[config.mk]
export PLATFORM = sky130hd
export DESIGN_NAME = edge_counter_bank
export DESIGN_NICKNAME = d
export VERILOG_FILES = /design/src/rtl/edge_counter_pkg.sv /design/src/rtl/edge_channel.sv /design/src/rtl/edge_counter_bank.sv
export SDC_FILE = /design/constraint.sdc
export NUM_CORES = 1
export LEC_CHECK = 0
export ABC_AREA = 1
export CORE_ASPECT_RATIO = 0.9
export CORE_MARGIN = 1
export CORE_UTILIZATION = 60
export DETAILED_ROUTE_END_ITERATION = 7
export PLACE_DENSITY = 0.8
export SETUP_SLACK_MARGIN = 0.4
export SYNTH_ARGS = -nofsm -noshare
export SYNTH_HDL_FRONTEND = slang
export SYNTH_SLANG_ARGS = --single-unit
[constraint.sdc]
create_clock -name Clk -period 5 [get_ports Clk]
set_clock_uncertainty 0.05 [all_clocks]
set_input_delay 0.5 -clock Clk [delete_from_list [all_inputs] [get_ports Clk]]
set_output_delay 0.5 -clock Clk [all_outputs]
set_load 0.1 [all_outputs]
[src/rtl/edge_counter_pkg.sv]
// Shared types for the edge counter bank: edge-mode encodings and arming FSM states.
// Build option EDGE_COUNTER_SATURATE_EN (used in edge_channel) selects saturating counters.
package edge_counter_pkg;

  typedef enum logic [1:0] {
    EDGE_RISE = 2'b00,
    EDGE_FALL = 2'b01,
    EDGE_BOTH = 2'b10,
    EDGE_OFF  = 2'b11
  } edge_mode_e;

  typedef enum logic {
    ARM_ST = 1'b0,
    RUN_ST = 1'b1
  } arm_state_e;

  // Wide enough to count up to the deepest synchroniser (4 stages)
  localparam int ARM_CNT_W = 3;

  function automatic int selWidth(input int n);
    return (n > 1) ? $clog2(n) : 1;
  endfunction

endpackage

[src/rtl/edge_channel.sv]
// One counter-bank channel: synchroniser, edge history/qualify, event counter and sticky overflow.
// EDGE_COUNTER_SATURATE_EN defined: counter sticks at all-ones; otherwise it wraps to zero.
module edge_channel
  import edge_counter_pkg::*;
#(
  parameter int BITS        = 16,
  parameter int SYNC_STAGES = 2
) (
  input  logic            Clk,
  input  logic            nReset,
  input  logic            signal_i,
  input  edge_mode_e      edgeMode_i,
  input  logic            run_i,
  input  logic            enable_i,
  input  logic            clear_i,
  output logic            pulse_o,
  output logic [BITS-1:0] count_o,
  output logic            overflow_o
);

  logic [SYNC_STAGES-1:0] sync_q;
  logic                   history_q;
  logic                   pulse_q;
  logic [BITS-1:0]        count_q, count_d;
  logic                   overflow_q, overflow_d;
  logic                   syncLast;
  logic                   edgeHit;
  logic                   countEvent;

  assign syncLast   = sync_q[SYNC_STAGES-1];
  assign countEvent = run_i & enable_i & edgeHit;

  always_comb begin
    edgeHit = 1'b0;
    case (edgeMode_i)
      EDGE_RISE: edgeHit = syncLast & ~history_q;
      EDGE_FALL: edgeHit = ~syncLast & history_q;
      EDGE_BOTH: edgeHit = syncLast ^ history_q;
      default:   edgeHit = 1'b0;
    endcase
  end

  // Clear outranks a same-cycle event, so it also wins over a fresh overflow
  always_comb begin
    count_d    = count_q;
    overflow_d = overflow_q;
    if (clear_i) begin
      count_d    = '0;
      overflow_d = 1'b0;
    end else if (countEvent) begin
      if (&count_q) begin
        overflow_d = 1'b1;
`ifdef EDGE_COUNTER_SATURATE_EN
        count_d    = count_q;
`else
        count_d    = '0;
`endif
      end else begin
        count_d = count_q + BITS'(1);
      end
    end
  end

  always_ff @(posedge Clk) begin
    if (!nReset) begin
      sync_q     <= '0;
      history_q  <= 1'b0;
      pulse_q    <= 1'b0;
      count_q    <= '0;
      overflow_q <= 1'b0;
    end else begin
      sync_q     <= {sync_q[SYNC_STAGES-2:0], signal_i};
      history_q  <= syncLast;
      pulse_q    <= run_i & edgeHit;
      count_q    <= count_d;
      overflow_q <= overflow_d;
    end
  end

  assign pulse_o    = pulse_q;
  assign count_o    = count_q;
  assign overflow_o = overflow_q;

endmodule

[src/rtl/edge_counter_bank.sv]
// Multi-channel edge counter bank: arming FSM, per-channel counters, atomic shadow snapshot and read mux.
// Build option EDGE_COUNTER_SATURATE_EN selects saturating instead of wrapping counters.
module edge_counter_bank
  import edge_counter_pkg::*;
#(
  parameter int CHANNELS    = 4,
  parameter int BITS        = 16,
  parameter int SYNC_STAGES = 2
) (
  input  logic                          Clk,
  input  logic                          nReset,
  input  logic [CHANNELS-1:0]           Signals,
  input  logic [1:0]                    EdgeMode,
  input  logic                          Enable,
  input  logic                          Clear,
  input  logic                          Latch,
  input  logic [selWidth(CHANNELS)-1:0] Sel,
  output logic [BITS-1:0]               Count,
  output logic [CHANNELS-1:0]           Pulses,
  output logic [CHANNELS-1:0]           Overflow,
  output logic                          Armed
);

  localparam int SEL_W = selWidth(CHANNELS);

  arm_state_e            state_q;
  logic [ARM_CNT_W-1:0]  armCnt_q;
  logic                  armed_q;
  logic                  runNow;
  logic [BITS-1:0]       chanCount [CHANNELS];
  logic [BITS-1:0]       shadow_q  [CHANNELS];

  assign runNow = (state_q == RUN_ST);

  // Hold detection off until the synchronisers have flushed whatever level was present at reset release
  always_ff @(posedge Clk) begin
    if (!nReset) begin
      state_q  <= ARM_ST;
      armCnt_q <= '0;
      armed_q  <= 1'b0;
    end else begin
      armed_q <= runNow;
      case (state_q)
        ARM_ST: begin
          if (armCnt_q == ARM_CNT_W'(SYNC_STAGES)) begin
            state_q <= RUN_ST;
          end else begin
            armCnt_q <= armCnt_q + ARM_CNT_W'(1);
          end
        end
        RUN_ST:  state_q <= RUN_ST;
        default: state_q <= ARM_ST;
      endcase
    end
  end

  for (genvar c = 0; c < CHANNELS; c++) begin : gen_chan
    edge_channel #(
      .BITS        (BITS),
      .SYNC_STAGES (SYNC_STAGES)
    ) u_chan (
      .Clk        (Clk),
      .nReset     (nReset),
      .signal_i   (Signals[c]),
      .edgeMode_i (edge_mode_e'(EdgeMode)),
      .run_i      (runNow),
      .enable_i   (Enable),
      .clear_i    (Clear),
      .pulse_o    (Pulses[c]),
      .count_o    (chanCount[c]),
      .overflow_o (Overflow[c])
    );
  end

  // Snapshot takes the counters' current values, i.e. before this cycle's clear or increment
  always_ff @(posedge Clk) begin
    if (!nReset) begin
      for (int c = 0; c < CHANNELS; c++) shadow_q[c] <= '0;
    end else if (Latch) begin
      for (int c = 0; c < CHANNELS; c++) shadow_q[c] <= chanCount[c];
    end
  end

  always_comb begin
    Count = '0;
    for (int c = 0; c < CHANNELS; c++) begin
      if (Sel == SEL_W'(c)) Count = shadow_q[c];
    end
  end

  assign Armed = armed_q;

endmodule

==> impl_metrics.py <==
metrics = {
    "final_layout": {
        "fin_area_um2": 8400,
        "area_growth_pct": 12.7,
        "final_common_cell": "nand2_1",
        "final_cell_mix": "nand2_1 (227), nor2_1 (208), inv_1 (121)",
        "diodes": 0,
        "final_layout_size_suffix_gt1_frac": 0.0788,
        "fillers": 1023,
        "layout.nets": 1029,
    },
    "floorplan": {
        "num_io_pins": 38,
        "die_x_um": 119,
        "start_util": 0.617,
        "die_h_um": 108,
        "core.rowCount": 38,
        "core_um2": 12100,
        "die_area_um2": 12900,
    },
    "status": {
        "status": "completed",
    },
    "place": {
        "placed_cell_area_um2": 7800,
        "portBuffers": 37,
        "routabilityCongestion": 0.909,
        "dp_hpwl_um": 11900,
    },
    "logic_synthesis": {
        "syn_nets": 1002,
        "syn_avg_cell_area_um2": 7.64,
        "yosysTopAreaCell": "edfxtp_1",
        "syn_inst": 975,
        "synth.distinct_cells": 32,
        "synthTopCellsByArea": "edfxtp_1 (26%), dfxtp_1 (24%), nand2_1 (11%)",
        "synth-main-ff-cell": "dfxtp_1",
        "synth_top_area_share": 0.258,
        "synth_seq_area_share": 0.497,
        "ys_seq_elements": 153,
        "synth-warning-count": 0,
        "synth-edff-count": 64,
        "async_flop_share": 0,
        "syn_area_um2": 7450,
    },
    "cts": {
        "cts_made_buffers": 17,
        "clk_latency_ps": 440,
        "cts_sinks": 153,
        "cts_hold_buffers": 0,
        "cts_tree": "built",
        "clock_path_buffers": 2,
        "cts.clk_slew.worst_paths_ps": 60,
        "htree_levels": 4,
        "cts-root-buf": "clkbuf_16",
        "postCtsResizedCells": 0,
        "postCtsSetupRepairBufs": 0,
    },
    "setup_path": {
        "crit_slowest_cell": "nor2_1",
        "crit_chain": "clkdlybuf4s50_1 -> nor2_1 -> nand2_1 -> a21oi_1 -> buf_4",
        "cp-end-kind": "output pin",
        "critPathMaxFanout": 19,
        "critPathRequiredTime_ps": 4450,
        "cp-start-kind": "input port",
        "crit_type": "input port to output pin",
        "slowest_delay_ps": 1000,
        "cp_data_arrival_time_ps": 3120,
    },
    "power": {
        "total_power_uw": 2900,
        "p_per_area_nw_per_um2": 345,
        "vdd_drop_max_v": 0.000287,
        "total_leakage_power_uw": 0.00319,
    },
    "grt": {
        "grt_usage": 0.279,
        "grt_pass1_wl_um": 27300,
        "grt_pass1_vias": 5588,
        "grt-ovfl-total": 0,
        "grt_max_degree": 39,
        "antenna_found_initial": 0,
    },
    "timing": {
        "max_slew_margin": 0.267,
        "rsz0062_at_grt": "no",
        "hold_viol": 0,
        "fin_crit_ps": 3670,
        "report.final.slew_viol_count": 0,
        "tightestPinTransition_ps": 1100,
        "fmax_mhz": 273,
        "setup_viol": 0,
        "tns_ps": 0,
        "layout_worst_path_cycle_share": 0.734,
    },
    "routing": {
        "first_iter_violations": 719,
        "post_drt_wl_per_cell_um": 14.6,
        "first_pass_iters": 5,
        "vias": 6360,
        "via_per_inst": 5.41,
        "antenna_left": 0,
        "postRouteWirelength_um": 17100,
        "drc": 0,
    },
    "job": {
        "maxCapViolCount": 0,
    },
    "worst_hold_path": {
        "hold_path_class": "flop to flop",
    },
}
## per-layer routing
layer | vias up | GRT usage | share of wire
met4 | 0 | 0.102 | 0.017
met2 | 274 | 0.429 | 0.46
met5 | - | 0 | 0
met1 | 2908 | 0.389 | 0.45
met3 | 28 | 0.0561 | 0.080
li1 | 3150 | - | -
## worst max-delay path, delay by kind of cell
kind / cells / cell delay [ps]
buffers and inverters: 2 / 1130
AOI/OAI and AO/OA: 1 / 360
and+or+nand+nor: 2 / 1120
## final timing paths
check / to / depth (start not counted) / slack, ps / startpoint
worst max-delay path: Count[7] / 5 / 1330 / Sel[0]
worst min-delay path: gen_chan[2].u_chan.sync_q[1] / 2 / 370 / gen_chan[2].u_chan.sync_q[0]
worst max register to register: gen_chan[2].u_chan.count_o[15] / 9 / 2890 / gen_chan[2].u_chan.history_q
worst min register to register: gen_chan[2].u_chan.sync_q[1] / 2 / 370 / gen_chan[2].u_chan.sync_q[0]
## state kept, by name, indices dropped and copies added (netlist names)
signal / cells
gen_chan.u_chan.overflow_o: 4
Armed: 1
gen_chan.u_chan.pulse_o: 4
shadow_q: 64
gen_chan.u_chan.history_q: 4
gen_chan.u_chan.sync_q: 8
armCnt_q: 3
runNow: 1
gen_chan.u_chan.count_o: 64
## area by class of cell
| class | instances | area (µm²) | share of cell area |
|---|---|---|---|
| repair buffers | 40 | 353 | 0.0420 |
| flip-flops and latches | 153 | 3700 | 0.441 |
| clock buffers | 19 | 453 | 0.0539 |
| multi-input cells | 661 | 3050 | 0.363 |
| inverters | 129 | 492 | 0.0586 |
| well taps | 160 | 200 | 0.0238 |
| clock inverters | 13 | 145 | 0.0173 |
## cells by family (layout without fill, tap and decap cells)
family          Yosys count  in the layout  share of synthesized area
fa+ha+maj                14             14                     0.0235
buf+inv                 161            201                     0.0934
compound gates           71             71                     0.0512
flops                   153            153                      0.497
simple gates            569            569                      0.326
xor+xnor                  7              7                    0.00823
## cells in the mapped netlist (2+ instances only)
library cell	number
inv_1	121
nor2_4	2
nand3_1	68
nand2_2	4
nand2_1	228
nor2_2	8
nand4_1	27
buf_4	10
dfxtp_1	89
inv_2	5
and2_1	2
nor3_1	8
edfxtp_1	64
a21oi_1	43
clkbuf_1	9
nor2_1	208
xor2_1	7
nand3_4	2
buf_6	5
or2_2	2
nand3b_1	6
a221oi_1	7
ha_1	14
nand3_2	2
o21ai_1	4
o21ai_0	17
buf_2	7
nand2_4	2
## where the power goes
| group | leakage, µW | switching, µW | internal (µW) |
|---|---|---|---|
| sequential | 0.00144 | 20.2 | 1330 |
| combinational | 0.00148 | 191 | 54.8 |
| clock | 0.000276 | 537 | 763 |
## stage by stage
| step | std cells | util | worst slack (ps) | hold slack [ps] |
|---|---|---|---|---|
| 2_1_floorplan | 975 | - | 1730 | 340 |
| 3_3_place_gp | 1143 | 0.646 | 1550 | 344 |
| 3_5_place_dp | 1143 | 0.646 | 1520 | 348 |
| 4_1_cts | 1175 | 0.695 | 1490 | 372 |
| 5_1_grt | 1175 | 0.695 | 1240 | 384 |
| 6_report | 1175 | 0.695 | 1330 | 369 |
Power figures use the tool's default switching activity.
